`src/rtl/game_pkg.sv`:
```
//==============================================================================
// Module : game_pkg
// Brief  : Shared types and constants for the Space Invaders game sequencer.
// Rev    : 1.0  initial release
//==============================================================================
`default_nettype none
`timescale 1ns/1ps

package game_pkg;

    localparam int          ARRAY_W   = 20;
    localparam int          ROW_W     = 4;
    localparam logic [19:0] FULL_WAVE = 20'h001FF;

    typedef enum logic [2:0] {
        IDLE       = 3'd0,
        LAUNCH     = 3'd1,
        PLAY       = 3'd2,
        WAVE_CLEAR = 3'd3,
        LIFE_LOST  = 3'd4,
        GAME_OVER  = 3'd5
    } state_e;

endpackage

`default_nettype wire

```
`src/rtl/game_sequencer_if.sv`:
```
//==============================================================================
// Module : game_sequencer_if
// Brief  : Bus between the game sequencer and the player/invaders/renderer side.
// Rev    : 1.0  initial release
//==============================================================================
`default_nettype none
`timescale 1ns/1ps

interface game_sequencer_if
    import game_pkg::*;
#(
    parameter int SCORE_W = 12
);
    logic                 i_start;
    logic                 i_hit;
    logic                 i_player_hit;
    logic [ARRAY_W-1:0]   i_invaders_array;
    logic [ROW_W-1:0]     i_invaders_row;
    logic                 o_invaders_reset;
    logic [2:0]           o_state;
    logic [SCORE_W-1:0]   o_score;
    logic [1:0]           o_lives;
    logic [3:0]           o_wave;
    logic                 o_game_over;

    modport master (
        input  i_start, i_hit, i_player_hit, i_invaders_array, i_invaders_row,
        output o_invaders_reset, o_state, o_score, o_lives, o_wave, o_game_over
    );

    modport slave (
        output i_start, i_hit, i_player_hit, i_invaders_array, i_invaders_row,
        input  o_invaders_reset, o_state, o_score, o_lives, o_wave, o_game_over
    );

endinterface

`default_nettype wire

```
`src/rtl/game_delay_counter.sv`:
```
//==============================================================================
// Module : game_delay_counter
// Brief  : Loadable down-counter; done while the count sits at zero.
// Rev    : 1.0  initial release
//==============================================================================
`default_nettype none
`timescale 1ns/1ps

module game_delay_counter #(
    parameter int WIDTH = 1
) (
    input  wire logic             i_clk,
    input  wire logic             i_reset_n,
    input  wire logic             i_load,
    input  wire logic [WIDTH-1:0] i_value,
    output logic                  o_done
);

    logic [WIDTH-1:0] r_count;

    always_ff @(posedge i_clk or negedge i_reset_n) begin
        if (!i_reset_n) begin
            r_count <= '0;
        end else if (i_load) begin
            r_count <= i_value;
        end else if (r_count != '0) begin
            r_count <= r_count - 1'b1;
        end
    end

    assign o_done = (r_count == '0);

endmodule

`default_nettype wire

```
`src/rtl/game_sequencer.sv`:
```
//==============================================================================
// Module : game_sequencer
// Brief  : Top-level game FSM: wave launch, score, lives, wave count, game over.
// Rev    : 1.0  initial release
//==============================================================================
`default_nettype none
`timescale 1ns/1ps

module game_sequencer
    import game_pkg::*;
#(
    parameter int LAUNCH_CYCLES = 25_000_000,
    parameter int CLEAR_CYCLES  = 50_000_000,
    parameter int DEATH_CYCLES  = 50_000_000,
    parameter int LIVES         = 3,
    parameter int LAND_ROW      = 14,
    parameter int SCORE_W       = 12
) (
    input  wire logic       i_clk_25MHz,
    input  wire logic       i_reset_n,
    game_sequencer_if.master bus
);

    localparam logic [2:0] c_st_idle       = 3'(IDLE);
    localparam logic [2:0] c_st_launch     = 3'(LAUNCH);
    localparam logic [2:0] c_st_play       = 3'(PLAY);
    localparam logic [2:0] c_st_wave_clear = 3'(WAVE_CLEAR);
    localparam logic [2:0] c_st_life_lost  = 3'(LIFE_LOST);
    localparam logic [2:0] c_st_game_over  = 3'(GAME_OVER);

    localparam int c_max_a = (LAUNCH_CYCLES > CLEAR_CYCLES) ? LAUNCH_CYCLES : CLEAR_CYCLES;
    localparam int c_max   = (c_max_a > DEATH_CYCLES) ? c_max_a : DEATH_CYCLES;
    localparam int c_cnt_w = (c_max < 2) ? 1 : $clog2(c_max);

    // Stored value is cycles-1 so a zero parameter still yields one cycle.
    localparam logic [c_cnt_w-1:0] c_launch_ld = (LAUNCH_CYCLES > 0) ? c_cnt_w'(LAUNCH_CYCLES - 1) : '0;
    localparam logic [c_cnt_w-1:0] c_clear_ld  = (CLEAR_CYCLES  > 0) ? c_cnt_w'(CLEAR_CYCLES  - 1) : '0;
    localparam logic [c_cnt_w-1:0] c_death_ld  = (DEATH_CYCLES  > 0) ? c_cnt_w'(DEATH_CYCLES  - 1) : '0;
    localparam logic [ROW_W-1:0]   c_land_row  = ROW_W'(LAND_ROW);
    localparam logic [1:0]         c_lives     = 2'(LIVES);

    logic [2:0]         r_state;
    logic               r_start_d;
    logic               r_hit_d;
    logic [SCORE_W-1:0] r_score;
    logic [1:0]         r_lives;
    logic [3:0]         r_wave;
    logic               r_invaders_reset;
    logic               r_game_over;

    logic [2:0]         w_next_state;
    logic [SCORE_W-1:0] w_next_score;
    logic [1:0]         w_next_lives;
    logic [3:0]         w_next_wave;
    logic               w_start_edge;
    logic               w_hit_edge;
    logic               w_load;
    logic [c_cnt_w-1:0] w_load_val;
    logic               w_done;

    assign w_start_edge = bus.i_start & ~r_start_d;
    assign w_hit_edge   = bus.i_hit   & ~r_hit_d;

    always_comb begin
        w_next_state = r_state;
        w_next_score = r_score;
        w_next_lives = r_lives;
        w_next_wave  = r_wave;
        case (r_state)
            c_st_idle, c_st_game_over: begin
                if (w_start_edge) begin
                    w_next_state = c_st_launch;
                    w_next_score = '0;
                    w_next_lives = c_lives;
                    w_next_wave  = 4'd1;
                end
            end
            c_st_launch: begin
                if (w_done) w_next_state = c_st_play;
            end
            c_st_play: begin
                if (w_hit_edge && (r_score != '1)) w_next_score = r_score + 1'b1;
                if (bus.i_invaders_row >= c_land_row) begin
                    w_next_state = c_st_game_over;
                    w_next_lives = 2'd0;
                end else if (bus.i_player_hit) begin
                    w_next_state = c_st_life_lost;
                    w_next_lives = r_lives - 2'd1;
                end else if (bus.i_invaders_array == '0) begin
                    w_next_state = c_st_wave_clear;
                end
            end
            c_st_wave_clear: begin
                if (w_done) begin
                    w_next_state = c_st_launch;
                    if (r_wave != 4'hF) w_next_wave = r_wave + 4'd1;
                end
            end
            c_st_life_lost: begin
                if (w_done) w_next_state = (r_lives != 2'd0) ? c_st_launch : c_st_game_over;
            end
            default: w_next_state = c_st_idle;
        endcase
    end

    // Every state entry is a state change, so the counter reloads on any transition.
    always_comb begin
        w_load     = (w_next_state != r_state);
        w_load_val = '0;
        case (w_next_state)
            c_st_launch:     w_load_val = c_launch_ld;
            c_st_wave_clear: w_load_val = c_clear_ld;
            c_st_life_lost:  w_load_val = c_death_ld;
            default:         w_load_val = '0;
        endcase
    end

    game_delay_counter #(
        .WIDTH (c_cnt_w)
    ) u_delay (
        .i_clk     (i_clk_25MHz),
        .i_reset_n (i_reset_n),
        .i_load    (w_load),
        .i_value   (w_load_val),
        .o_done    (w_done)
    );

    always_ff @(posedge i_clk_25MHz or negedge i_reset_n) begin
        if (!i_reset_n) begin
            r_state          <= c_st_idle;
            r_start_d        <= 1'b0;
            r_hit_d          <= 1'b0;
            r_score          <= '0;
            r_lives          <= c_lives;
            r_wave           <= 4'd0;
            r_invaders_reset <= 1'b1;
            r_game_over      <= 1'b0;
        end else begin
            r_state          <= w_next_state;
            r_start_d        <= bus.i_start;
            r_hit_d          <= bus.i_hit;
            r_score          <= w_next_score;
            r_lives          <= w_next_lives;
            r_wave           <= w_next_wave;
            r_invaders_reset <= (w_next_state != c_st_play);
            r_game_over      <= (w_next_state == c_st_game_over);
        end
    end

    assign bus.o_state          = r_state;
    assign bus.o_score          = r_score;
    assign bus.o_lives          = r_lives;
    assign bus.o_wave           = r_wave;
    assign bus.o_invaders_reset = r_invaders_reset;
    assign bus.o_game_over      = r_game_over;

endmodule

`default_nettype wire

```
`src/flat_wrapper.sv`:
```
// flat-port wrapper written by rule: the top's interface ports become plain ports
module game_sequencer_flat import game_pkg::*;
#(
    parameter int LAUNCH_CYCLES = 25_000_000,
    parameter int CLEAR_CYCLES  = 50_000_000,
    parameter int DEATH_CYCLES  = 50_000_000,
    parameter int LIVES         = 3,
    parameter int LAND_ROW      = 14,
    parameter int SCORE_W       = 12
)
  (i_clk_25MHz, i_reset_n, bus_i_start, bus_i_hit, bus_i_player_hit, bus_i_invaders_array, bus_i_invaders_row, bus_o_invaders_reset, bus_o_state, bus_o_score, bus_o_lives, bus_o_wave, bus_o_game_over);
  game_sequencer_if #(.SCORE_W(SCORE_W)) bus_i ();
  input  wire logic i_clk_25MHz;
  input  wire logic i_reset_n;
  input wire logic [$bits(bus_i.i_start)-1:0] bus_i_start;
  input wire logic [$bits(bus_i.i_hit)-1:0] bus_i_hit;
  input wire logic [$bits(bus_i.i_player_hit)-1:0] bus_i_player_hit;
  input wire logic [$bits(bus_i.i_invaders_array)-1:0] bus_i_invaders_array;
  input wire logic [$bits(bus_i.i_invaders_row)-1:0] bus_i_invaders_row;
  output wire logic [$bits(bus_i.o_invaders_reset)-1:0] bus_o_invaders_reset;
  output wire logic [$bits(bus_i.o_state)-1:0] bus_o_state;
  output wire logic [$bits(bus_i.o_score)-1:0] bus_o_score;
  output wire logic [$bits(bus_i.o_lives)-1:0] bus_o_lives;
  output wire logic [$bits(bus_i.o_wave)-1:0] bus_o_wave;
  output wire logic [$bits(bus_i.o_game_over)-1:0] bus_o_game_over;
  assign bus_i.i_start = bus_i_start;
  assign bus_i.i_hit = bus_i_hit;
  assign bus_i.i_player_hit = bus_i_player_hit;
  assign bus_i.i_invaders_array = bus_i_invaders_array;
  assign bus_i.i_invaders_row = bus_i_invaders_row;
  assign bus_o_invaders_reset = bus_i.o_invaders_reset;
  assign bus_o_state = bus_i.o_state;
  assign bus_o_score = bus_i.o_score;
  assign bus_o_lives = bus_i.o_lives;
  assign bus_o_wave = bus_i.o_wave;
  assign bus_o_game_over = bus_i.o_game_over;
  game_sequencer #(.LAUNCH_CYCLES(LAUNCH_CYCLES), .CLEAR_CYCLES(CLEAR_CYCLES), .DEATH_CYCLES(DEATH_CYCLES), .LIVES(LIVES), .LAND_ROW(LAND_ROW), .SCORE_W(SCORE_W)) u_core (.i_clk_25MHz(i_clk_25MHz), .i_reset_n(i_reset_n), .bus(bus_i));
endmodule
```
`config.mk`:
```
export PLATFORM = sky130hd
export DESIGN_NAME = game_sequencer_flat
export DESIGN_NICKNAME = d
export VERILOG_FILES = /design/src/rtl/game_pkg.sv /design/src/rtl/game_sequencer_if.sv /design/src/rtl/game_delay_counter.sv /design/src/rtl/game_sequencer.sv /design/src/flat_wrapper.sv
export SDC_FILE = /design/constraint.sdc
export NUM_CORES = 1
export LEC_CHECK = 0
export ABC_AREA = 1
export CORE_MARGIN = 3
export CORE_UTILIZATION = 42
export CTS_BUF_LIST = sky130_fd_sc_hd__clkbuf_4
export DETAILED_ROUTE_END_ITERATION = 6
export GPL_ROUTABILITY_DRIVEN = 0
export PLACE_DENSITY_LB_ADDON = 0.1
export SETUP_SLACK_MARGIN = 0.5
export SLEW_MARGIN = 20
export SYNTH_ARGS = -nofsm -noshare
export SYNTH_HDL_FRONTEND = slang
export SYNTH_HIERARCHICAL = 1
export SYNTH_SLANG_ARGS = --single-unit
```
`constraint.sdc`:
```
create_clock -name i_clk_25MHz -period 2.9 [get_ports i_clk_25MHz]
set_input_delay 0.435 -clock i_clk_25MHz [delete_from_list [all_inputs] [get_ports i_clk_25MHz]]
set_output_delay 0.435 -clock i_clk_25MHz [all_outputs]
set_load 0.005 [all_outputs]
```
== Word-level counts from Yosys, hierarchy flattened ==
Cells that the tools add are included.
Storage, ports and cells
  bits in registers: 51
  input bits: 29
Operators by class
  mux-type cells: 23
  magnitude comparators: 1
  bitwise gates (word level): 4
  equality and inequality tests: 18
  $add $sub $neg: 4
  reductions and logical operators: 14
Operator list (number)
  2-to-1 mux 26 bit: 2
  one-hot mux 26 bit (2 select lines): 1
  zero test 26 bit: 1
  nonzero test 26 bit: 1
  subtractor 26 x 1 -> 26 bit (second input constant): 1
  2-to-1 mux 12 bit: 2
  2-to-1 mux 3 bit: 8
  one-hot mux 12 bit (2 select lines): 1
  zero test 20 bit: 1
  one-hot mux 3 bit (5 select lines): 1
  adder 12 x 1 -> 12 bit (second input constant): 1
  == test 3 bit (second input constant): 4
  2-to-1 mux 4 bit: 3
  != test 12 bit (second input constant): 1
  == test 3 x 2 -> 1 bit (second input constant): 3
  one-hot mux 4 bit (2 select lines): 1
  nonzero test 2 bit: 4
  == test 3 x 1 -> 1 bit (second input constant): 2
  2-to-1 mux 2 bit: 3
  != test 2 x 1 -> 1 bit (second input constant): 3
  != test 3 x 2 -> 1 bit (second input constant): 2
  AND reduction 3 bit: 2
  adder 4 x 1 -> 4 bit (second input constant): 1
  >= comparator 4 bit (second input constant): 1
  11 further kinds: 14

== Logic depth before layout (Yosys ltp) ==
Gate-level depths: netlist of the first run.
  depth in word-level cells: 9
  depth in mapped cells: 20

== By module ==
Netlist of the first run, hierarchy kept.
Modules (own cells, without submodules)
  game_delay_counter: instances 1, area an instance 1928.1 µm², cells an instance 277
  game_sequencer: instances 1, area an instance 1589.0 µm², cells an instance 223

== Worst setup path before layout of the first run ==
No wires, ideal clock.
  kind: flip-flop to flip-flop
  from: register u_core.u_delay.r_count[0]
  to: register u_core.u_delay.r_count[12]
  path slack: 0.159 ns
  buffers on the path: 1
  arrival time: 2.668 ns
  setup time: 0.073 ns
  stages on the path, launching flop included: 18
  required time: 2.827 ns
  cell sequence: dfrtp_1 -> inv_1 -> ha_1 -> nand2_4 -> nor2_8 -> nand3_1 -> nor2_1 -> nand3_1 -> inv_1 -> a21oi_1 -> nor2_1 -> nand2_1 -> nand2_1 -> nand3_1 -> inv_1 -> clkbuf_1 -> nand3_1 -> a21oi_2
RTL lines
  from (decl): line game_delay_counter.sv:19  | logic [WIDTH-1:0] r_count;
  from (signal assigned): line game_delay_counter.sv:25  | r_count <= i_value;
  from (signal assigned): line game_delay_counter.sv:27  | r_count <= r_count - 1'b1;
  zero test 26 bit (*): line game_delay_counter.sv:31  | assign o_done = (r_count == '0);
  via u_core.w_done: line game_sequencer.sv:59  | logic w_done;
  2-to-1 mux 3 bit, on equally long branches: line game_sequencer.sv:100, game_sequencer.sv:79, game_sequencer.sv:94
  one-hot mux 3 bit (5 select lines) (*): line game_sequencer.sv:69  | case (r_state)
  via u_core.w_next_state[0]: line game_sequencer.sv:51  | logic [2:0] w_next_state;
  != test 3 bit (*): line game_sequencer.sv:108  | w_load = (w_next_state != r_state);
  via u_core.w_load: line game_sequencer.sv:57  | logic w_load;
  2-to-1 mux 26 bit or nonzero test 2 bit (tied branches)
The timed path passes the listed nets; every way through them passes the cells marked *. The select of a mux whose other input is x is not followed.
A chain may end at the register's enable or synchronous reset.

== Final worst setup path of the first run ==
  from: register u_core.u_delay.r_count[0]
  to: register u_core.u_delay.r_count[12]
RTL lines (line)
  zero test 26 bit (*): game_delay_counter.sv:31
  via u_core.w_done: game_sequencer.sv:59
  2-to-1 mux 3 bit, on equally long branches: game_sequencer.sv:100, game_sequencer.sv:79, game_sequencer.sv:94
  one-hot mux 3 bit (5 select lines) (*): game_sequencer.sv:69
  != test 3 bit (*): game_sequencer.sv:108
  via u_core.w_load: game_sequencer.sv:57
  2-to-1 mux 26 bit or nonzero test 2 bit (tied branches)
Marks and branches as above.

==> results of run 1 <==
==> layout make-up <==
type / count / share of cell area, %
sequential: 51 / 25.76
timing repair buffer: 106 / 20.50
multi-input combinational: 385 / 45.05
timing repair inverter: 1 / 0.1763
clock inverter: 3 / 0.4029
inverter: 58 / 4.785
tap: 102 / 2.569
clock buffer: 5 / 0.7555
==> what timing repair did <==
item                                    CTS  global route
endpoints found under the hold margin    13             0
cloned                                    0             3
hold buffers                              1             0
buffers inserted                         24            19
pin swaps                                11            32
endpoints found under the setup margin   26            26
gates resized for setup                  21            73
==> power groups by stage <==
stage	sequential [W]	combinational, W	clock [W]
after floorplan	0.00106	0.000878	0
final	0.00110	0.00153	0.000343
after detailed placement	0.00111	0.00111	0
after global routing	0.00112	0.00168	0.000388
after global placement	0.00111	0.00109	0
after CTS	0.00108	0.00128	0.000355
==> cells by family (layout without fill, tap and decap cells) <==
family          after synthesis  after routing  synth area share, %
simple gates                306            306                39.84
buf+inv                      67            173                8.075
compound gates               53             53                9.676
flops                        51             51                36.39
xor+xnor                     18             18                4.482
fa+ha+maj                     4              4                1.423
other cells                   1              4               0.1066
==> routing by layer <==
| metal | up-vias | wire (µm) | global-route usage, % | part of all wire, % |
|---|---|---|---|---|
| met1 | 1660 | 4396 | 25.30 | 43 |
| met3 | 12 | 510 | 3.087 | 4.9 |
| met5 | - | 0 | 0 | 0 |
| li1 | 1796 | - | - | - |
| met4 | 0 | 131 | 5.325 | 1.3 |
| met2 | 96 | 5283 | 33.42 | 51 |
==> final timing paths <==
check	startpoint	endpoint	slack (ns)	depth (start not counted)
setup reg to reg	u_core/u_delay/r_count[0]	u_core/u_delay/r_count[12]	0.41	18
setup / recovery	u_core/u_delay/r_count[0]	u_core/u_delay/r_count[12]	0.41	18
min in group i_clk_25MHz	u_core/bus.o_lives[1]	u_core/bus.o_lives[1]	0.51	2
hold reg to reg	u_core/bus.o_lives[1]	u_core/bus.o_lives[1]	0.51	2
max in group asynchronous	i_reset_n	u_core/bus.o_lives[1]	1.71	3
hold / removal	i_reset_n	u_core/u_delay/r_count[24]	0.49	2
==> per-stage QoR <==
stage,instance area (µm²),utilization [%],hold slack [ns],std cells
2_1_floorplan,3581,-,0.1394,503
3_3_place_gp,4218,53.20,0.3819,656
3_5_place_dp,4218,53.20,0.3800,656
4_1_cts,4522,57.04,0.4912,689
5_1_grt,4969,62.67,0.4964,711
6_report,4969,62.67,0.4858,711
==> flip-flops by register name, summed over array words and instances (netlist names) <==
signal,cells
u_core/u_delay/r_count,26
u_core/bus.o_score,12
u_core/bus.o_wave,4
u_core/bus.o_state,3
u_core/bus.o_lives,2
u_core/bus.o_game_over,1
u_core/bus.o_invaders_reset,1
u_core/r_hit_d,1
u_core/r_start_d,1
==> cell usage in the layout (no fill, tap or decap), types with 5 or more instances in the layout <==
cell / synthesis / final
nand2_1: 143 / 125
nor2_1: 79 / 68
clkdlybuf4s50_1: 0 / 49
dfrtp_1: 48 / 48
buf_4: 1 / 43
inv_1: 53 / 42
nand3_1: 36 / 30
nand2_2: 7 / 20
nor2_2: 6 / 14
inv_2: 4 / 13
a21oi_1: 16 / 12
a21oi_2: 7 / 11
xor2_1: 10 / 10
nor2_4: 6 / 9
nand4_1: 9 / 9
o21ai_2: 5 / 8
xnor2_1: 8 / 8
o21ai_0: 11 / 7
nand2_4: 1 / 6
nor3_1: 6 / 6
o21ai_1: 6 / 6
clkbuf_4: 0 / 5
nand3_2: 4 / 5
nand3_4: 0 / 5
==> run summary, run 1 <==
Status = complete, no violations
Nets = 641
Global-route wire length before repair = 15370 µm
Slack of the critical path = 0.4059 ns
Post-Syn Area = 0.003517 mm²
Share of the synthesized area in the top cell type = 34.15%
Worst EP required = 3.22 ns
Detailed placer's ending HPWL = 6602 µm
Die footprint = 0.009508 mm²
WL/cell = 14.52 µm
Ys Warns = 6
WP data arrival = 2.82 ns
Yosys top cell by area = dfrtp_1
Final Power = 0.002979 W
Slew Limit Headroom = 66.56%
Kind of critical path = register to register
Unrepaired setup endpoints after global routing = true
Crit end category = register
Die height = 97.51 µm
I/O pin cnt = 52
Switch Pwr = 0.001311 W
Worst Path Buf+Inv = 6
Clock Power Share = 11.5%
Final setup violation count = 0
Post-synthesis cell type count = 40
Synth Register Bits = 51
Crit path largest cell delay = 0.41 ns
Post-layout min period = 2.494 ns
Crit share post-route = 86.00%
Seq/Total Area, Yosys = 36.39%
Sw Ratio = 44.02%
Leak Pwr = 2.235 nW
Commonest cells post-synth = nand2_1 (143), nor2_1 (79), inv_1 (53)
Pwr dens = 599.6 mW/mm²
Worst-path clk slew = 0.17 ns
Ys flop type = dfrtp_1
Starting DRT DRC Count = 145
Vias = 3564
Register area = 0.001280 mm²
Crit path max-delay cell type = dfrtp_1
Area taken by multi-input logic gates = 0.002238 mm²
# diodes = 0
Hold Path Class = primary input to asynchronous set/reset pin
Hold Vio Cnt, Final = 0
Cell Rows = 32
Drt pass-1 iters = 5
Area delta synth->final = 41.27%
Clock sink count = 51
Post-route DRC = 0
Seq pwr share = 37.0%
TritonCTS clock tree = done
Peak supply drop = 0.2145 mV
Int Power = 0.001668 W
H-tree depth = 2
TritonCTS buffer count = 5
Ys async rst share = 100.0%
Port buffer count = 50
Crit-path cells = inv_2 -> ha_4 -> nand2_4 -> nor2_8 -> nand3_4 -> nor2_4 -> nand3_2 -> inv_2 -> inv_4 -> nor2_4 -> o22a_4 -> a211oi_4 -> nand3_4 -> buf_12 -> clkinv_8 -> buf_8 -> nand3_1 -> a21oi_2
Synth Area per Inst = 7.034 µm²
Syn Inst Count = 500
Vias in the first global route = 3295
Kind of cell adding the most delay to the critical path = compound AO/OA/AOI/OAI gates
Core area = 0.007928 mm²
Number of synthesized flops with an enable pin = 0
Pins Over Slew Limit = 0
Initial antenna violation count = 0
Worst-skew pair later-pin latency = 0.38 ns
Setup TNS = 0 ns
Worst-Margin Slew = 0.4998 ns
Via/cell ratio = 5.013
Clk root buf = clkbuf_4
Fmax = 400.9 MHz
Initial Util = 44.37%
Remaining Overflow, GRT = 0
Leading cell types by total area after synthesis = dfrtp_1 (34%), nand2_1 (15%), nor2_1 (8.4%), inv_1 (5.7%), nand3_1 (5.1%)
GRT Util Overall = 19.44%
Max cap viols = 0
Post-route ant nets = 0
Cell with the most instances after synthesis = nand2_1
Largest net degree at the start of global routing = 28
CP startpoint kind = register
Clk buf depth = 2
Die X = 97.51 µm
Pre-CTS WS = 0.1462 ns
Skew final = 0.01775 ns
FILL cells = 719
Comb pwr share = 51.5%
Drt total wl = 10320 µm
Share of layout cells above drive strength 1 = 28.57%
Largest fanout on the critical path = 7
(Power assumes the default switching activity.)
==> run 2, diff against run 1 <==
--- a/config.mk
+++ b/config.mk
@@ -6,7 +6,7 @@
 export NUM_CORES = 1
 export LEC_CHECK = 0
 export ABC_AREA = 1
-export CORE_MARGIN = 3
+export CORE_MARGIN = 2
 export CORE_UTILIZATION = 42
 export CTS_BUF_LIST = sky130_fd_sc_hd__clkbuf_4
 export DETAILED_ROUTE_END_ITERATION = 6
==> constraint.sdc (replaced) <==
create_clock -name i_clk_25MHz -period 2.9 [get_ports i_clk_25MHz]
set_input_delay 0.29 -clock i_clk_25MHz [delete_from_list [all_inputs] [get_ports i_clk_25MHz]]
set_output_delay 0.29 -clock i_clk_25MHz [all_outputs]
set_load 0.005 [all_outputs]
==> run 2 against run 1 <==
Net effect: power up 7.2%; critical path depth unchanged; combinational power up 14%; global-route usage up 2.9 points; register-to-register slack about the same; clock-buffer cell count up 1; worst hold slack worse by 0.19 ns; clock power up 5%; cell count up 3.2%; wire length down 0.31%; first-iteration DRC count down 3.4%.
==> run summary, run 2 (synthesis results as in run 1) <==
Clk buf depth = 2 (unchanged)
Largest fanout on the critical path = 6 (-1)
Port buffer count = 50 (unchanged)
Worst-skew pair later-pin latency = 0.40 ns (+0.02 ns)
# diodes = 0 (unchanged)
Leak Pwr = 2.354 nW (+5.3%)
Hold Path Class = primary input to asynchronous set/reset pin
TritonCTS clock tree = done
Post-layout min period = 2.484 ns (-0.01064 ns)
FILL cells = 731 (+1.7%)
Crit end category = register
Worst EP required = 3.22 ns (about the same)
Via/cell ratio = 5.041 (+0.56%)
Remaining Overflow, GRT = 0 (unchanged)
Post-route ant nets = 0 (unchanged)
Area delta synth->final = 46.35%
Most flops, register = u_core/u_delay/r_count
Pwr dens = 620.5 mW/mm² (+3.5%)
Fmax = 402.7 MHz (+0.43%)
Setup TNS = 0 ns (unchanged)
Register area = 0.001282 mm² (+0.20%)
Crit path from = u_core/u_delay/r_count[12]
Initial Util = 43.02% (-1.3 points)
Largest net degree at the start of global routing = 39 (+39%)
Vias = 3700 (+3.8%)
Post-route DRC = 0 (unchanged)
Global-route wire length before repair = 15950 µm (+3.8%)
Max cap viols = 0 (unchanged)
Worst-Margin Slew = 0.5188 ns (+0.01897 ns)
Pins Over Slew Limit = 0 (unchanged)
Peak supply drop = 0.2317 mV (+8.0%)
Crit share post-route = 85.64% (-0.37 points)
Die height = 95.51 µm (-2.1%)
Worst-path clk slew = 0.16 ns (about the same)
I/O pin cnt = 52 (unchanged)
Final Power = 0.003194 W (+7.2%)
Cell Rows = 33 (+3.1%)
WP data arrival = 2.80 ns (-0.02 ns)
Slew Limit Headroom = 65.42% (-1.1 points)
CP startpoint kind = register
Share of layout cells above drive strength 1 = 31.96% (+3.4 points)
Area taken by multi-input logic gates = 0.002262 mm² (+1.1%)
TritonCTS buffer count = 5 (unchanged)
Most common cell after layout, fill and taps aside = nand2_1
GRT Util Overall = 22.36% (+2.9 points)
WHS = 0.2975 ns (-0.1882 ns)
Unrepaired setup endpoints after global routing = true
Nets = 661 (+3.1%)
H-tree depth = 2 (unchanged)
Worst r2r src = u_core/u_delay/r_count[12]
Clock sink count = 51 (unchanged)
Max FFs per register = 26 (unchanged)
Kind of critical path = register to register
Initial antenna violation count = 0 (unchanged)
Drt pass-1 iters = 4 (-1)
Detailed placer's ending HPWL = 6627 µm (+0.38%)
Status = complete, no violations
Die X = 95.51 µm (-2.1%)
Clk root buf = clkbuf_4
Vias in the first global route = 3592 (+9.0%)
Most frequent cells in the layout = nand2_1 (122), nor2_1 (68), buf_4 (64)
Die footprint = 0.009122 mm² (-4.1%)
Drt total wl = 10290 µm (-0.31%)
Hold Vio Cnt, Final = 0 (unchanged)
Skew final = 0.01643 ns (-0.001327 ns)
Final setup violation count = 0 (unchanged)
Core area = 0.008175 mm² (+3.1%)
WL/cell = 14.02 µm (-3.4%)
Starting DRT DRC Count = 140 (-3.4%)
[run 2: worst paths after layout]
check	end	slack [ns]	cells after the start
worst max-delay path	u_core/u_delay/r_count[19]	0.42	18
worst min register to register	u_core/bus.o_lives[1]	0.51	2
worst min-delay path	u_core/u_delay/r_count[19]	0.30	2
worst max register to register	u_core/u_delay/r_count[19]	0.42	18
min in group i_clk_25MHz	u_core/r_start_d	0.35	1
max in group asynchronous	u_core/u_delay/r_count[7]	1.72	3
[run 2: critical path, stage by stage, from the launching register on]
cell,delay (ns)
dfrtp_1,0.45
nor2_2,0.07
nand2_2,0.12
inv_2,0.07
nand3_4,0.08
nor2_4,0.04
nand3_2,0.06
inv_2,0.06
inv_4,0.07
nor2_2,0.03
o22a_2,0.26
a211oi_4,0.30
nand3_4,0.21
clkinv_4,0.13
buf_6,0.10
buf_8,0.12
nand3_2,0.09
nand2_2,0.09
nor2_2,0.03
[run 2: repair_timing]
action | 4_1_cts | 5_1_grt
setup buffers | 44 | 20
gates resized for setup | 32 | 68
pin swaps | 17 | 30
setup endpoints to repair | 26 | 27
gates cloned | 1 | 2
hold buffers | 1 | 0
endpoints found under the hold margin | 13 | 0
[run 2: through the flow]
stage | setup WS, ns | utilization, % | instance area (µm²) | cells
final | 0.4165 | 62.96 | 5147 | 734
after global placement | 0.2667 | 51.55 | 4214 | 658
after CTS | 0.4630 | 57.61 | 4710 | 712
after global routing | 0.3112 | 62.96 | 5147 | 734
after detailed placement | 0.2492 | 51.55 | 4214 | 658
after floorplan | 0.5126 | - | 3581 | 503
[run 2: cell type report]
class                   count  share of cell area, %
inverters                  58                  4.424
clock buffers               6                 0.8751
well taps                 105                  2.552
repair buffers            127                  23.04
clock inverters             2                 0.2431
multi-input cells         385                  43.95
flip-flops and latches     51                  24.91
[run 2: report_power, final]
part           switching (W)  leakage [nW]  total (W)  internal (W)
logic               0.000916          1.69    0.00174      0.000819
clock network       0.000255        0.0317   0.000359      0.000104
registers           0.000203         0.633    0.00110      0.000897
total                0.00137          2.35    0.00319       0.00182
[run 2: routing by layer]
| layer | global-route usage (%) | vias up | wire length [µm] |
|---|---|---|---|
| met2 | 40.38 | 89 | 5228 |
| li1 | - | 1836 | - |
| met5 | 0 | - | 0 |
| met3 | 2.925 | 29 | 384 |
| met1 | 26.96 | 1746 | 4352 |
| met4 | 8.452 | 0 | 324 |
==> run 3, diff against run 2 <==
==> constraint.sdc (replaced) <==
create_clock -name i_clk_25MHz -period 3.2 [get_ports i_clk_25MHz]
set_input_delay 0.32 -clock i_clk_25MHz [delete_from_list [all_inputs] [get_ports i_clk_25MHz]]
set_output_delay 0.32 -clock i_clk_25MHz [all_outputs]
set_load 0.01 [all_outputs]
==> run 3 against run 2 <==
Net effect: sequential share of layout area increased by 2.9 points; non-clock buffer count shrank 46; clock power grew 33%; clock skew shrank 0.0039 ns; register-to-register slack better by 0.21 ns; critical endpoint is now u_core/u_delay/r_count[0]; highest routed layer unchanged.
==> run summary, run 3 (synthesis results as in run 1) <==
Post-layout min period = 2.571 ns (+0.08709 ns)
Setup TNS = 0 ns (unchanged)
Skew final = 0.01250 ns (-0.003925 ns)
Die X = 95.51 µm (unchanged)
Most frequent cells in the layout = nand2_1 (138), nor2_1 (72), clkdlybuf4s50_1 (49)
Initial Util = 43.02% (unchanged)
Global-route wire length before repair = 15110 µm (-5.3%)
WP data arrival = 2.87 ns (+0.07 ns)
Largest fanout on the critical path = 6 (unchanged)
GR met1 Demand/Resource = 26.69% (-0.28 points)
Non-Filler Instances = 689 (-6.1%)
Crit end category = register
Clock Power Share = 17.8% (+6.6 points)
CP startpoint kind = register
Hold Path Class = primary input to asynchronous set/reset pin
Die height = 95.51 µm (unchanged)
Detailed placer's ending HPWL = 6418 µm (-3.2%)
Port buffer count = 50 (unchanged)
Remaining Overflow, GRT = 0 (unchanged)
Most common cell after layout, fill and taps aside = nand2_1
Met3 Use GR = 3.004% (+0.079 points)
Gr busiest metal = met2
Kind of critical path = register to register
Peak supply drop = 0.2651 mV (+14%)
Clk root buf = clkbuf_4
Most flops, register = u_core/u_delay/r_count
Worst EP required = 3.50 ns (+0.28 ns)
GRT Util Overall = 21.06% (-1.3 points)
Die footprint = 0.009122 mm² (unchanged)
Area taken by multi-input logic gates = 0.002077 mm² (-8.2%)
TritonCTS clock tree = done
Worst-skew pair later-pin latency = 0.39 ns (about the same)
Share of layout cells above drive strength 1 = 20.38% (-12 points)
Clock sink count = 51 (unchanged)
Post-route DRC = 0 (unchanged)
Crit share post-route = 80.33% (-5.3 points)
Comb pwr share = 44.8% (-9.5 points)
TritonCTS buffer count = 5 (unchanged)
Post-route ant nets = 0 (unchanged)
Max FFs per register = 26 (unchanged)
Pwr dens = 581.7 mW/mm² (-6.3%)
Unrepaired setup endpoints after global routing = false
Sw Ratio = 40.98% (-2.0 points)
I/O pin cnt = 52 (unchanged)
Nets = 616 (-6.8%)
Switch Pwr = 0.001097 W (-20%)
Clk buf depth = 2 (unchanged)
Drt total wl = 9095 µm (-12%)
Post-DP Area = 0.004149 mm² (-1.5%)
H-tree depth = 2 (unchanged)
Final setup violation count = 0 (unchanged)
WL/cell = 13.20 µm (-5.8%)
Vias = 3407 (-7.9%)
Final Power = 0.002676 W (-16%)
Int Power = 0.001579 W (-13%)
Fmax = 389.0 MHz (-3.4%)
Placed insts = 656 (-0.30%)
Status = complete, no violations
Starting DRT DRC Count = 131 (-6.4%)
Leak Pwr = 2.071 nW (-12%)
Finished Cell Area = 0.004601 mm² (-11%)
FILL cells = 788 (+7.8%)
GRT met2 Usage = 36.91% (-3.5 points)
Final design utilization = 56.27% (-6.7 points)
# diodes = 0 (unchanged)
Worst-path clk slew = 0.17 ns (about the same)
Hold Vio Cnt, Final = 0 (unchanged)
Register area = 0.001281 mm² (about the same)
Drt pass-1 iters = 5 (+1)
Max cap viols = 0 (unchanged)
Vias in the first global route = 3310 (-7.9%)
Core area = 0.008175 mm² (unchanged)
Via/cell ratio = 4.945 (-1.9%)
Largest net degree at the start of global routing = 39 (unchanged)
Initial antenna violation count = 0 (unchanged)
Pins Over Slew Limit = 0 (unchanged)
Seq pwr share = 37.4% (+3.0 points)
Area delta synth->final = 30.81%
Cell Rows = 33 (unchanged)
-- run 3: final cells by class --
cell class	instances	area share, %
well taps	105	2.856
multi-input cells	385	45.15
repair buffers	81	16.83
inverters	58	4.868
repair inverters	1	0.1632
clock buffers	5	0.8159
flip-flops and latches	51	27.85
clock inverters	3	1.469
-- run 3: through the flow --
step	worst slack, ns	hold WS, ns
after floorplan	0.5140	0.02441
after global placement	0.2690	0.2546
after detailed placement	0.2420	0.2626
after CTS	0.5086	0.3464
after global routing	0.4795	0.3602
final	0.6294	0.3387
-- run 3: critical path: stages (launching register included) --
cell,delay [ns]
dfrtp_1,0.45
nor2_1,0.15
nand2_1,0.15
inv_2,0.11
nand3_4,0.08
nor2_4,0.12
nand3_2,0.08
inv_2,0.09
a21oi_1,0.07
nor2_1,0.20
nand2_2,0.12
buf_4,0.15
nand2_1,0.11
nand3_4,0.14
buf_4,0.18
nand2_1,0.05
o21ai_0,0.08
nand2_1,0.09
o21ai_2,0.05
-- run 3: repair_timing --
action | in CTS | in global routing
buffers inserted | 11 | 12
pin swaps | 3 | 9
hold buffers | 1 | 0
endpoints found under the setup margin | 25 | 26
gates resized for setup | 10 | 31
endpoints found under the hold margin | 13 | 0
gates cloned | 1 | 0
-- run 3: final timing paths --
path	from	end	slack, ns	cells after the start
setup / recovery	u_core/u_delay/r_count[14]	u_core/u_delay/r_count[0]	0.63	18
hold / removal	i_reset_n	u_core/u_delay/r_count[23]	0.34	2
setup reg to reg	u_core/u_delay/r_count[14]	u_core/u_delay/r_count[0]	0.63	18
hold reg to reg	u_core/bus.o_lives[1]	u_core/bus.o_lives[1]	0.52	2
max in group asynchronous	i_reset_n	u_core/bus.o_lives[1]	2.01	3
min in group i_clk_25MHz	bus_i_start	u_core/r_start_d	0.38	1
-- run 3: power by group through the flow --
stage                     Clock (W)  Combinational, W  Sequential, W
after global placement            0          0.000974        0.00101
after global routing       0.000514           0.00135        0.00102
after CTS                  0.000491           0.00104       0.000995
after detailed placement          0          0.000993        0.00101
after floorplan                   0          0.000772       0.000959
final                      0.000476           0.00120        0.00100
-- run 3: layer usage --
metal | vias to the layer above | share of wire, %
li1 | 1747 | -
met1 | 1585 | 45
met2 | 65 | 49
met3 | 10 | 3.6
met4 | 0 | 1.7
met5 | - | 0
